**src/rtl/asteroid_pkg.sv**
```systemverilog
// Shared constants and types for the asteroid animation sequencer.
package asteroid_pkg;

  localparam int unsigned SCREEN_W = 160;
  localparam int unsigned SCREEN_H = 120;

  localparam logic [1:0] DIR_DOWN  = 2'b00;
  localparam logic [1:0] DIR_UP    = 2'b01;
  localparam logic [1:0] DIR_RIGHT = 2'b11;
  localparam logic [1:0] DIR_LEFT  = 2'b10;

  localparam logic [2:0] COLOUR_BLACK = 3'b000;

  typedef enum logic [1:0] {
    S_WAIT  = 2'd0,
    S_ERASE = 2'd1,
    S_MOVE  = 2'd2,
    S_DRAW  = 2'd3
  } state_t;

endpackage

```
**src/rtl/asteroid_animator_if.sv**
```systemverilog
// Pixel-stream and control bundle between the animator and its neighbours.
interface asteroid_animator_if;
  logic       enable;
  logic [1:0] direction;
  logic [7:0] x;
  logic [6:0] y;
  logic [2:0] colour;
  logic       plot;
  logic       busy;
  logic [7:0] pos_x;
  logic [6:0] pos_y;

  modport master (
    input  enable, direction,
    output x, y, colour, plot, busy, pos_x, pos_y
  );

  modport slave (
    output enable, direction,
    input  x, y, colour, plot, busy, pos_x, pos_y
  );
endinterface

```
**src/rtl/asteroid_coord_wrap.sv**
```systemverilog
// Combinational modular adder: (base + offset) mod modulus for small signed
// offsets (|offset| < modulus), used for both position steps and pixel scan.
module asteroid_coord_wrap #(
  parameter int unsigned W = 8
) (
  input  logic [W-1:0]      base,
  input  logic signed [3:0] offset,
  input  logic [W-1:0]      modulus,
  output logic [W-1:0]      result
);

  logic [W+1:0] sum;
  logic [W+1:0] wrapped;

  // Widen, add, then fold back into [0, modulus) from either side.
  always_comb begin
    sum     = {2'b00, base} + {{(W-2){offset[3]}}, offset};
    wrapped = sum;
    if (sum[W+1])
      wrapped = sum + {2'b00, modulus};
    else if (sum >= {2'b00, modulus})
      wrapped = sum - {2'b00, modulus};
    result = wrapped[W-1:0];
  end

endmodule

```
**src/rtl/asteroid_animator.sv**
```systemverilog
// Per-asteroid animation sequencer: each frame erases the sprite, steps its
// origin one pixel with screen wrap, and redraws it as a pixel stream.
module asteroid_animator
  import asteroid_pkg::*;
#(
  parameter int unsigned FRAME_TICKS = 833333,
  parameter logic [7:0]  START_X     = 8'd80,
  parameter logic [6:0]  START_Y     = 7'd60,
  parameter logic [15:0] SPRITE_MASK = 16'h0A63,
  parameter logic [2:0]  COLOUR      = 3'b111
) (
  input  logic                       clk,
  input  logic                       reset,
  asteroid_animator_if.master        bus
);

  localparam int unsigned CW = (FRAME_TICKS > 1) ? $clog2(FRAME_TICKS) : 1;
  localparam logic [CW-1:0] CNT_LAST = CW'(FRAME_TICKS - 1);

  state_t        state, state_nx;
  logic [3:0]    c, c_nx;
  logic [CW-1:0] cnt, cnt_nx;
  logic [7:0]    pos_x, pos_x_nx;
  logic [6:0]    pos_y, pos_y_nx;
  logic [7:0]    x_q, x_nx;
  logic [6:0]    y_q, y_nx;
  logic [2:0]    colour_q, colour_nx;
  logic          plot_q, plot_nx;

  logic signed [3:0] off_x, off_y;
  logic [7:0]        wx;
  logic [6:0]        wy;

  // The two wrap adders are shared: MOVE feeds them the direction step,
  // ERASE/DRAW feed them the scan column/row offset.
  asteroid_coord_wrap #(.W(8)) u_wrap_x (
    .base    (pos_x),
    .offset  (off_x),
    .modulus (8'(SCREEN_W)),
    .result  (wx)
  );

  asteroid_coord_wrap #(.W(7)) u_wrap_y (
    .base    (pos_y),
    .offset  (off_y),
    .modulus (7'(SCREEN_H)),
    .result  (wy)
  );

  // Adder offset select by state.
  always_comb begin
    off_x = '0;
    off_y = '0;
    case (state)
      S_ERASE, S_DRAW: begin
        off_x = {2'b00, c[1:0]};
        off_y = {2'b00, c[3:2]};
      end
      S_MOVE: begin
        case (bus.direction)
          DIR_DOWN:  off_y = 4'sd1;
          DIR_UP:    off_y = -4'sd1;
          DIR_RIGHT: off_x = 4'sd1;
          DIR_LEFT:  off_x = -4'sd1;
          default:   off_x = '0;
        endcase
      end
      default: ;
    endcase
  end

  // Next-state and registered-output logic.
  always_comb begin
    state_nx  = state;
    c_nx      = c;
    cnt_nx    = cnt;
    pos_x_nx  = pos_x;
    pos_y_nx  = pos_y;
    x_nx      = x_q;
    y_nx      = y_q;
    colour_nx = colour_q;
    plot_nx   = 1'b0;
    case (state)
      S_WAIT: begin
        if (bus.enable) begin
          if (cnt == CNT_LAST) begin
            cnt_nx   = '0;
            state_nx = S_ERASE;
          end else begin
            cnt_nx = cnt + 1'b1;
          end
        end
      end
      S_ERASE, S_DRAW: begin
        x_nx      = wx;
        y_nx      = wy;
        colour_nx = (state == S_DRAW) ? COLOUR : COLOUR_BLACK;
        plot_nx   = SPRITE_MASK[c];
        c_nx      = c + 1'b1;
        if (c == 4'd15)
          state_nx = (state == S_ERASE) ? S_MOVE : S_WAIT;
      end
      S_MOVE: begin
        pos_x_nx = wx;
        pos_y_nx = wy;
        state_nx = S_DRAW;
      end
      default: state_nx = S_WAIT;
    endcase
  end

  // State and output registers; reset starts with a full DRAW pass.
  always_ff @(posedge clk) begin
    if (reset) begin
      state    <= S_DRAW;
      c        <= '0;
      cnt      <= '0;
      pos_x    <= START_X;
      pos_y    <= START_Y;
      x_q      <= '0;
      y_q      <= '0;
      colour_q <= '0;
      plot_q   <= 1'b0;
    end else begin
      state    <= state_nx;
      c        <= c_nx;
      cnt      <= cnt_nx;
      pos_x    <= pos_x_nx;
      pos_y    <= pos_y_nx;
      x_q      <= x_nx;
      y_q      <= y_nx;
      colour_q <= colour_nx;
      plot_q   <= plot_nx;
    end
  end

  assign bus.x      = x_q;
  assign bus.y      = y_q;
  assign bus.colour = colour_q;
  assign bus.plot   = plot_q;
  assign bus.pos_x  = pos_x;
  assign bus.pos_y  = pos_y;
  // Held low while reset is asserted so the reset-time view is idle.
  assign bus.busy   = (state != S_WAIT) && !reset;

endmodule

```
**src/flat_wrapper.sv**
```systemverilog
// flat-port wrapper written by rule: the top's interface ports become plain ports
module asteroid_animator_flat import asteroid_pkg::*;
#(
  parameter int unsigned FRAME_TICKS = 833333,
  parameter logic [7:0]  START_X     = 8'd80,
  parameter logic [6:0]  START_Y     = 7'd60,
  parameter logic [15:0] SPRITE_MASK = 16'h0A63,
  parameter logic [2:0]  COLOUR      = 3'b111
)
  (clk, reset, bus_enable, bus_direction, bus_x, bus_y, bus_colour, bus_plot, bus_busy, bus_pos_x, bus_pos_y);
  asteroid_animator_if bus_i ();
  input  logic clk;
  input  logic reset;
  input wire logic [$bits(bus_i.enable)-1:0] bus_enable;
  input wire logic [$bits(bus_i.direction)-1:0] bus_direction;
  output wire logic [$bits(bus_i.x)-1:0] bus_x;
  output wire logic [$bits(bus_i.y)-1:0] bus_y;
  output wire logic [$bits(bus_i.colour)-1:0] bus_colour;
  output wire logic [$bits(bus_i.plot)-1:0] bus_plot;
  output wire logic [$bits(bus_i.busy)-1:0] bus_busy;
  output wire logic [$bits(bus_i.pos_x)-1:0] bus_pos_x;
  output wire logic [$bits(bus_i.pos_y)-1:0] bus_pos_y;
  assign bus_i.enable = bus_enable;
  assign bus_i.direction = bus_direction;
  assign bus_x = bus_i.x;
  assign bus_y = bus_i.y;
  assign bus_colour = bus_i.colour;
  assign bus_plot = bus_i.plot;
  assign bus_busy = bus_i.busy;
  assign bus_pos_x = bus_i.pos_x;
  assign bus_pos_y = bus_i.pos_y;
  asteroid_animator #(.FRAME_TICKS(FRAME_TICKS), .START_X(START_X), .START_Y(START_Y), .SPRITE_MASK(SPRITE_MASK), .COLOUR(COLOUR)) u_core (.clk(clk), .reset(reset), .bus(bus_i));
endmodule
```
**config.mk**
```make
export PLATFORM = sky130hd
export DESIGN_NAME = asteroid_animator_flat
export DESIGN_NICKNAME = d
export VERILOG_FILES = /design/src/rtl/asteroid_pkg.sv /design/src/rtl/asteroid_animator_if.sv /design/src/rtl/asteroid_coord_wrap.sv /design/src/rtl/asteroid_animator.sv /design/src/flat_wrapper.sv
export SDC_FILE = /design/constraint.sdc
export NUM_CORES = 1
export LEC_CHECK = 0
export ABC_CLOCK_PERIOD_IN_PS = 12000
export BUFFER_PORTS_ARGS = -buffer_cell sky130_fd_sc_hd__buf_4
export CORE_UTILIZATION = 25
export CTS_CLUSTER_SIZE = 12
export DETAILED_ROUTE_END_ITERATION = 10
export HOLD_SLACK_MARGIN = 0.06
export PLACE_DENSITY_LB_ADDON = 0.3
export SLEW_MARGIN = 20
export SYNTH_ARGS = -nofsm -noshare
export SYNTH_HDL_FRONTEND = slang
export SYNTH_SLANG_ARGS = --single-unit
```
**constraint.sdc**
```tcl
create_clock -name clk -period 12 [get_ports clk]
set_input_delay 3 -clock clk [delete_from_list [all_inputs] [get_ports clk]]
set_output_delay 3 -clock clk [all_outputs]
set_load 0.01 [all_outputs]
```
==> results.md, run 1 <==
- Synth top area cells: dfxtp_1 32%, ha_1 9.6%, nor2_1 5.9%
- Vias/cell: 4.87
- H-tree levels: 3
- Sequential area share after synthesis: 0.317
- I/O Buffers: 39
- Layout cells sized above 1: 0.146
- Die area: 15,100 um^2
- Critical Path AT: 3.65 ns
- Final net count: 510
- Area Growth Syn to Fin: 19.9%
- Synthesis-stage register bit count: 58
- Leakage: 1.81 nW
- TritonCTS Buffers: 9
- Setup TNS: 0 ns
- Mux cell area share after synthesis: 0.0328
- Final hold slack: 0.458 ns
- Synth top cells by count: 58 x dfxtp_1, 57 x nor2_1, 45 x nand2_1
- Initial antenna violation count: 0
- Post-synth EDFFs: 0
- Die width: around 120 um
- Via count: 3,215
- First drt pass iteration count: 8
- Post-synth ARST share: 0
- Worst slew pin tran: 0.921 ns
- Worst path required time: 9.00 ns
- Max frequency: 150 MHz
- Vias in the first global route: 3,065
- Syn Area/Cell: a little over 8 um^2
- Post-route DRC: 0
- Most Frequent Cell on Critical Path: buf_4
- Final antenna-violating net count: 0
- PostCTS Resize Cnt: 0
- Final RePlAce weighted congestion: between 0.8 and 0.9
- Clk root buf: clkbuf_16
- Global-route wire length before repair: ~15,000 um
- Post-synthesis compound-gate area fraction: 0.208
- Tightest Hold Check Type: register to register
- Detailed Route WL: 8960 um
- Relative max-transition margin: 0.383
- Worst Skew: 0.00656 ns
- Max cap viols: 0
- Synth Flop Type: dfxtp_1
- Critical Path Fanout Max: 41
- Cells after synthesis: 442
- Clock tree from TritonCTS: done
- Final Util: 0.311
- Crit path kind: input pin to primary output
- CORE AREA: between 10,000 and 15,000 um^2
- Height of the die: approximately 120 um
- Place WS: 5.27 ns
- Final min period: between 6 and 7 ns
- Starting Density: 0.259
- RSZ-0062 raised after global routing: no
- Post-Synth XOR/XNOR Area: 0.0647
- CTS Hold Buffers Added: 0
- Worst Setup Start Kind: input pin
- # setup viols final: 0
- Post-route setup slack: roughly 5.3 ns
- Yosys top cell by area: dfxtp_1
- Synthesized Nets: 477
- Largest family of logic cells by synthesized area: simple AND/OR/NAND/NOR gates
- Cell Rows: 43
- Grt ovf: 0
- YS warnings: 0
- Reg clk slew, reported paths: 0.05 ns
- Power density over the cells: 229 nW/um^2
- Post-synthesis cell type count: 67
- Ant. Diodes: 0
- Io pins: 40
- Mapped Area: about 3700 um^2
- GR Util All Layers: 0.127
- Post-Synth Simple-Gate Area: 0.230
- Status: finished clean
- DP HPWL: 6530 um
- Clock sinks: 58
- Largest net degree at the start of global routing: 42
- Cells along the critical path: buf_4 -> nor2_1 -> buf_4
- Peak supply drop: roughly 0.000085 V
- Fin crit share: 0.554
- DRT iter0 DRCs: 168
- Setup bufs post-CTS: 0
- Max Transition Viols Final: 0
- Total power: 1.01 mW
- Clk buf depth: 2
- Yosys top cell area share: 0.317
- Insertion delay to the later sink of the worst-skew pair: 0.33 ns
- CP max stage delay: roughly 0.35 ns
- Slowest stage cell, crit path: buf_4
- Worst Setup End Kind: primary output
- Most common cell in the netlist: dfxtp_1
- Fin. Hold Viols: 0
- Routed WL per cell: 13.6 um
- Adder-cell share of the synthesized area: 0.107
layer usage:
layer / wire (um) / vias to the layer above / global-route usage / share of wire
met5: 0 / - / 0 / 0
met4: 72 / 0 / 0.0358 / 0.0080
met3: 364 / 10 / 0.0387 / 0.041
met2: 4170 / 57 / 0.205 / 0.46
met1: 4360 / 1507 / 0.163 / 0.49
li1: - / 1641 / - / -
report_power, final:
group          internal, mW  total [mW]  switching [mW]
registers             0.233       0.267          0.0340
clock network         0.160       0.247          0.0865
logic                 0.211       0.492           0.281
total                 0.604        1.01           0.402
area by class of cell:
type | count | area (um^2)
Clock buffer | 13 | 240
Clock inverter | 3 | 40.0
Inverter | 19 | 71.3
Multi-Input combinational cell | 347 | 2350
Fill cell | 1502 | 9710
Sequential cell | 58 | 1160
Timing Repair Buffer | 40 | 300
Tap cell | 180 | 225
state kept, by name, indices dropped and copies added (netlist names):
register           count
u_core.bus.x           8
u_core.c               4
u_core.cnt            20
u_core.bus.y           7
u_core.bus.colour      1
u_core.bus.pos_x       8
u_core.bus.pos_y       7
u_core.state           2
u_core.bus.plot        1
path summary, 6_finish.rpt:
path	startpoint	to	slack (ns)	cells past startpoint
max	reset	bus_busy	5.35	3
min	u_core.bus.x[3]	u_core.bus.x[3]	0.46	2
max reg2reg	u_core.state[0]	u_core.bus.y[5]	7.37	15
min reg2reg	u_core.bus.x[3]	u_core.bus.x[3]	0.46	2
critical path, delay by kind of cell:
family	cells	cell delay [ns]
AND/OR/NAND/NOR	1	0.12
buffers and inverters	2	0.52
per-stage QoR:
step	cells	area [um^2]
6_report	660	4390
3_5_place_dp	644	4110
3_3_place_gp	644	4110
4_1_cts	660	4390
5_1_grt	660	4390
2_1_floorplan	442	3660
cells in the final DEF, fill, tap and decap left out, drive strengths merged, types with 6 or more instances in the layout:
| master | count |
|---|---|
| clkbuf | 13 |
| or2 | 6 |
| nor2b | 6 |
| nor2 | 57 |
| mux2i | 12 |
| nor3 | 9 |
| nand4 | 9 |
| or3 | 7 |
| nand3 | 9 |
| a211oi | 12 |
| a211o | 6 |
| nand2 | 45 |
| buf | 40 |
| o21ai | 14 |
| a21o | 7 |
| nor3b | 6 |
| ha | 28 |
| xor2 | 15 |
| dfxtp | 58 |
| inv | 19 |
| xnor2 | 12 |
| a21oi | 24 |
logic make-up (layout without fill, tap and decap cells):
| logic type | Yosys count | count (layout) |
|---|---|---|
| flip-flops | 58 | 58 |
| XOR/XNOR | 27 | 27 |
| adder cells (fa/ha/maj) | 30 | 30 |
| buffers and inverters | 37 | 75 |
| AO/OA/AOI/OAI | 105 | 105 |
| AND/OR/NAND/NOR | 173 | 173 |
| multiplexers | 12 | 12 |
No activity file was read; power rests on OpenSTA's default activity.
==> run 2: changes to the inputs <==
--- a/config.mk
+++ b/config.mk
@@ -5,7 +5,7 @@
 export SDC_FILE = /design/constraint.sdc
 export NUM_CORES = 1
 export LEC_CHECK = 0
-export ABC_CLOCK_PERIOD_IN_PS = 12000
+export ABC_CLOCK_PERIOD_IN_PS = 5500
 export BUFFER_PORTS_ARGS = -buffer_cell sky130_fd_sc_hd__buf_4
 export CORE_UTILIZATION = 25
 export CTS_CLUSTER_SIZE = 12
==> constraint.sdc (replaced) <==
create_clock -name clk -period 5.5 [get_ports clk]
set_input_delay 1.375 -clock clk [delete_from_list [all_inputs] [get_ports clk]]
set_output_delay 1.375 -clock clk [all_outputs]
set_load 0.01 [all_outputs]
==> run 2 against run 1 <==
Net effect:
- clock power rose to 2.7 times the previous value
- critical path type is now input pin to register
- sequential share of layout area down 0.47 points
- sequential cell count is the same
- die area unchanged
- combinational power rose by 120%
- first-iteration DRC count shrank 5.4%
- cell area grew 1.8%
- non-clock buffer count rose by 1
==> results.md, run 2 (same netlist as run 1, synthesis figures left out) <==
- Starting Density: 0.259
- Vias/cell: between 4 and 5
- Final net count: between 500 and 600
- Total power: 2.34 mW
- Die area: 15,100 um^2
- Io pins: 40
- Critical Path AT: between 4 and 5 ns
- Logic pwr share: 0.464
- Peak supply drop: 0.000213 V
- PostCTS Resize Cnt: 0
- First drt pass iteration count: 4
- Global-route wire length before repair: 14,600 um
- Cells along the critical path: buf_4 -> nand2_1 -> or3_1 -> inv_1 -> ha_1 -> a211oi_1 -> nor3b_1 -> or3b_2 -> inv_1 -> ha_1 -> nand2_1 -> a21boi_0 -> a211oi_1 -> xor2_1 -> a211oi_1
- Clk buf depth: 2
- Cell Rows: 43
- Max cap viols: 0
- DRT iter0 DRCs: roughly 160
- Internal power: 1.44 mW
- Clock sinks: 58
- Most frequent cells in the layout: 58 x dfxtp_1, 57 x nor2_1, 45 x nand2_1, 41 x buf_4, 28 x ha_1
- Vias in the first global route: 2,962
- Routed WL per cell: 13.8 um
- Detailed Route WL: 9080 um
- Fin. Hold Viols: 0
- Slowest stage cell, crit path: or3b_2
- Final cell area excluding filler cells: 4470 um^2
- Status: finished clean
- Layout Cells excl Fill: 660
- TritonCTS Buffers: 9
- Placed cells: 645
- Tightest Hold Check Type: register to register
- Max frequency: about 230 MHz
- CORE AREA: between 10,000 and 15,000 um^2
- Area Growth Syn to Fin: 22.1%
- Via count: between 3,000 and 4,000
- Ant. Diodes: 0
- Post-route DRC: 0
- Clock tree from TritonCTS: done
- Max reg flops: 20
- Relative max-transition margin: 0.397
- Die width: 123 um
- Worst slew pin tran: ~0.90 ns
- Reg with most FFs: u_core.cnt
- Final antenna-violating net count: 0
- Initial antenna violation count: 0
- Max Transition Viols Final: 0
- Clk root buf: clkbuf_16
- GR Util All Layers: 0.127
- Sw Ratio: 0.386
- Switching power total: between 0.9 and 1 mW
- Critical Path Fanout Max: 12
- Power density over the cells: 523 nW/um^2
- I/O Buffers: 39
- Insertion delay to the later sink of the worst-skew pair: 0.33 ns
- RSZ-0062 raised after global routing: no
- Height of the die: 123 um
- Grt ovf: 0
- CTS Hold Buffers Added: 0
- Worst path required time: 5.74 ns
- Layout cells sized above 1: 0.154
- Reg power frac: 0.249
- Reg clk slew, reported paths: 0.05 ns
- Clock Power Share: 0.287
- Worst Skew: 0.00564 ns
- Worst Setup End Kind: register
- Leakage: about 1.8 nW
- Crit path kind: input pin to register
- H-tree levels: 3
- # setup viols final: 0
- Final RePlAce weighted congestion: 0.854
- Largest net degree at the start of global routing: 42
- Most Frequent Cell on Critical Path: a211oi_1
- Placed Area: 4110 um^2
- Most common cell after layout, fill and taps aside: dfxtp_1
- DP HPWL: 6710 um
- Worst Setup Start Kind: input pin
- CP max stage delay: 0.51 ns
- Setup TNS: 0 ns
- Setup bufs post-CTS: 0
- Final min period: 4.43 ns
- Fin crit share: 0.805
run 2: cell types whose count changed in the layout (fill, tap and decap cells not counted):
cell,previous run,this run
clkinv_4,0,1
bufinv_16,1,3
clkbuf_1,4,0
buf_4,40,41
clkinv_2,2,0
clkbuf_8,0,2
run 2: final cells by class:
| type | count | area (um^2) |
|---|---|---|
| clock buffers | 11 | 253 |
| clock inverters | 4 | 98.8 |
| fillers | 1478 | 9630 |
| inverters | 19 | 71.3 |
| multi-input cells | 347 | 2350 |
| flip-flops and latches | 58 | 1160 |
| well taps | 180 | 225 |
| repair buffers | 41 | 308 |
run 2: worst paths after layout:
path	start	end	slack [ns]	cells after the start
worst max-delay path	bus_direction[1]	u_core.bus.x[7]	1.07	15
worst min-delay path	u_core.bus.y[1]	u_core.bus.y[1]	0.46	2
worst max register to register	u_core.state[0]	u_core.bus.x[7]	1.27	15
worst min register to register	u_core.bus.y[1]	u_core.bus.y[1]	0.46	2
run 2: worst max-delay path, delay by kind of cell:
kind	cells	cell delay (ns)
adder cells (fa/ha/maj)	2	0.54
AND/OR/NAND/NOR	5	1.12
buffers and inverters	3	0.53
XOR/XNOR	1	0.17
AO/OA/AOI/OAI	4	0.93
run 2: per-layer routing:
metal  track usage  wire [um]
met1         0.160       4520
met2         0.204       4130
met4        0.0503        150
met5             0          0
met3        0.0323        280
run 2: power by group through the flow:
stage | Sequential, mW | Clock [mW] | Combinational (mW)
after CTS | 0.583 | 0.690 | 1.09
after global routing | 0.595 | 0.701 | 1.20
after detailed placement | 0.589 | 0 | 1.08
after global placement | 0.589 | 0 | 1.06
after floorplan | 0.602 | 0 | 0.766
final | 0.582 | 0.670 | 1.09
run 2: metrics by stage:
step / setup WS (ns) / hold WS [ns] / util
5_1_grt: 0.794 / 0.492 / 0.317
3_5_place_dp: 0.739 / 0.447 / 0.292
4_1_cts: 1.08 / 0.457 / 0.317
6_report: 1.07 / 0.456 / 0.317
2_1_floorplan: 0.920 / 0.458 / -
3_3_place_gp: 0.781 / 0.443 / 0.292
==> run 3: changes to the inputs <==
--- a/config.mk
+++ b/config.mk
@@ -5,7 +5,7 @@
 export SDC_FILE = /design/constraint.sdc
 export NUM_CORES = 1
 export LEC_CHECK = 0
-export ABC_CLOCK_PERIOD_IN_PS = 5500
+export ABC_CLOCK_PERIOD_IN_PS = 4400
 export BUFFER_PORTS_ARGS = -buffer_cell sky130_fd_sc_hd__buf_4
 export CORE_UTILIZATION = 25
 export CTS_CLUSTER_SIZE = 12
==> constraint.sdc (replaced) <==
create_clock -name clk -period 4.4 [get_ports clk]
set_input_delay 1.1 -clock clk [delete_from_list [all_inputs] [get_ports clk]]
set_output_delay 1.1 -clock clk [all_outputs]
set_load 0.01 [all_outputs]
==> run 3 against run 2 <==
Net effect:
- first-iteration DRC count grew 3.8%
- non-clock buffer count grew 7
- count of clock-buffer cells in the layout shrank 1
- cell count grew 1.2%
- sequential share of layout area is essentially flat
- wire length shrank 1.1%
- sequential power grew 25%
- critical path depth shrank 3
- via count grew 0.40%
- sequential cell count is the same
- cell area grew 0.14%
- largest cell class unchanged
- largest power group unchanged
- highest routed layer unchanged
==> results.md, run 3 (same netlist as run 1, synthesis figures left out) <==
- Status: finished clean
- Die width: between 100 and 150 um
- Height of the die: 123 um
- Max Transition Viols Final: 0
- Max cap viols: 0
- Most frequent cells in the layout: 58 x dfxtp_1, 57 x nor2_1, 48 x buf_4, 45 x nand2_1, 28 x ha_1
- Place WS: approximately 0.089 ns
- Worst path required time: 4.59 ns
- CORE AREA: 14,100 um^2
- Worst Setup Start Kind: input pin
- Reg2Reg Setup Slack: approximately 0.44 ns
- H-tree levels: 3
- Crit path depth: 12
- Crit path kind: input pin to register
- Cells along the critical path: buf_4 -> or3_1 -> inv_1 -> buf_4 -> ha_1 -> a211o_1 -> or2_2 -> o22ai_1 -> mux2i_1 -> o21ai_0 -> a21oi_1 -> a211oi_1
- Area Growth Syn to Fin: 22.3%
- Routed WL per cell: 13.4 um
- Insertion delay to the later sink of the worst-skew pair: 0.33 ns
- Final antenna-violating net count: 0
- Final-layout fill cell count: 1,505
- Max reg flops: 20
- Worst slew pin tran: 0.827 ns
- Leakage: 1.86 nW
- Clk root buf: clkbuf_16
- First drt pass iteration count: 4
- Worst Setup End Kind: register
- Setup bufs post-CTS: 0
- Slowest stage cell, crit path: or3_1
- Ant. Diodes: 0
- Reg-to-reg endpoint: u_core.bus.x[5]
- Fin crit share: 0.923
- Tightest Hold Check Type: register to register
- Critical Path AT: 4.25 ns
- Vias in the first global route: 3,108
- Reg clk slew, reported paths: 0.06 ns
- Initial antenna violation count: 0
- I/O Buffers: 39
- TritonCTS Buffers: 9
- CTS Hold Buffers Added: 0
- Die area: 15,100 um^2
- Critical Path Start: bus_direction[0]
- Cell Rows: 43
- Global-route wire length before repair: about 15,000 um
- Final hold slack: 0.461 ns
- Final Util: 0.317
- Peak supply drop: 0.000312 V
- CP max stage delay: 0.42 ns
- PostCTS Resize Cnt: 0
- Max frequency: 246 MHz
- GR Util All Layers: 0.129
- Relative max-transition margin: 0.440
- RSZ-0062 raised after global routing: no
- Clock tree from TritonCTS: done
- Critical Path Fanout Max: 8
- Reg with most FFs: u_core.cnt
- Final min period: 4.06 ns
- Clock sinks: 58
- Worst Skew: between 0.006 and 0.007 ns
- Via count: 3,251
- Largest net degree at the start of global routing: 42
- Delay-heaviest family, CP: compound AO/OA/AOI/OAI gates
- DP HPWL: 6620 um
- Layout cells sized above 1: 0.168
- Setup TNS: 0 ns
- Grt ovf: 0
- Post-route setup slack: 0.339 ns
- Final RePlAce weighted congestion: between 0.8 and 0.9
- Most Frequent Cell on Critical Path: buf_4
- Clk buf depth: 2
- Final net count: 518
- DRT iter0 DRCs: 165
- Buf+Inv Stages, Crit Path: 3
- Critical Path Sink: u_core.bus.x[5]
- Power density over the cells: 630 nW/um^2
- Detailed Route WL: 8980 um
- R2r worst-path depth: 13
- Layout Cells excl Fill: 668
- Crit Reg-Reg Startpoint: u_core.state[0]
- # setup viols final: 0
- Post-route DRC: 0
- Fin. Hold Viols: 0
- Placed cells: about 650
- Starting Density: 0.259
- Io pins: 40
- Vias/cell: around 4.9
- Most common cell after layout, fill and taps aside: dfxtp_1
[run 3: cell types whose count changed in the layout (fill, tap and decap cells not counted), sizes merged]
| cell | before | now |
|---|---|---|
| clkbuf | 11 | 10 |
| clkinv | 1 | 5 |
| buf | 41 | 48 |
| bufinv | 3 | 1 |
[run 3: per-stage QoR]
stage | cell area [um^2] | power [mW]
floorplan | 3660 | 1.71
global placement | 4170 | 2.08
detailed placement | 4170 | 2.11
CTS | 4470 | 2.85
global route | 4470 | 3.04
finish | 4470 | 2.82
[run 3: metal layers]
layer  vias up  part of all wire  GRT usage
met2        58              0.45      0.206
met5         -                 0          0
li1       1668                 -          -
met3        12             0.044     0.0383
met1      1513              0.49      0.165
met4         0             0.014     0.0419
[run 3: worst min path at each step]
stage / from / to / slack (ns) / cells after the start
2_1_floorplan: u_core.cnt[14] / u_core.cnt[14] / 0.46 / 2
3_3_place_gp: u_core.bus.y[1] / u_core.bus.y[1] / 0.44 / 2
3_5_place_dp: u_core.bus.y[0] / u_core.bus.y[0] / 0.46 / 2
4_1_cts: u_core.bus.x[3] / u_core.bus.x[3] / 0.46 / 2
5_1_grt: u_core.bus.x[3] / u_core.bus.x[3] / 0.48 / 2
6_report: u_core.bus.y[0] / u_core.bus.y[0] / 0.46 / 2
[run 3: where the power goes]
group / internal (mW) / switching [mW] / leakage (nW) / total (mW)
sequential: 0.636 / 0.0924 / 0.473 / 0.728
clock: 0.454 / 0.258 / 0.152 / 0.712
combinational: 0.595 / 0.781 / 1.24 / 1.38
total: 1.69 / 1.13 / 1.86 / 2.82
[run 3: worst min-delay path, cell delays in order, from the launching register on]
cell and delay [ns]:
dfxtp_1 0.31, nand2_1 0.05, a21oi_1 0.05
[run 3: area by class of cell]
class / instances / area [um^2] / share of cell area
Multi-Input combinational cell: 347 / 2350 / 0.525
Inverter: 19 / 71.3 / 0.0159
Clock buffer: 10 / 239 / 0.0534
Timing Repair Buffer: 48 / 360 / 0.0806
Tap cell: 180 / 225 / 0.0504
Sequential cell: 58 / 1160 / 0.260
Clock inverter: 6 / 66.3 / 0.0148
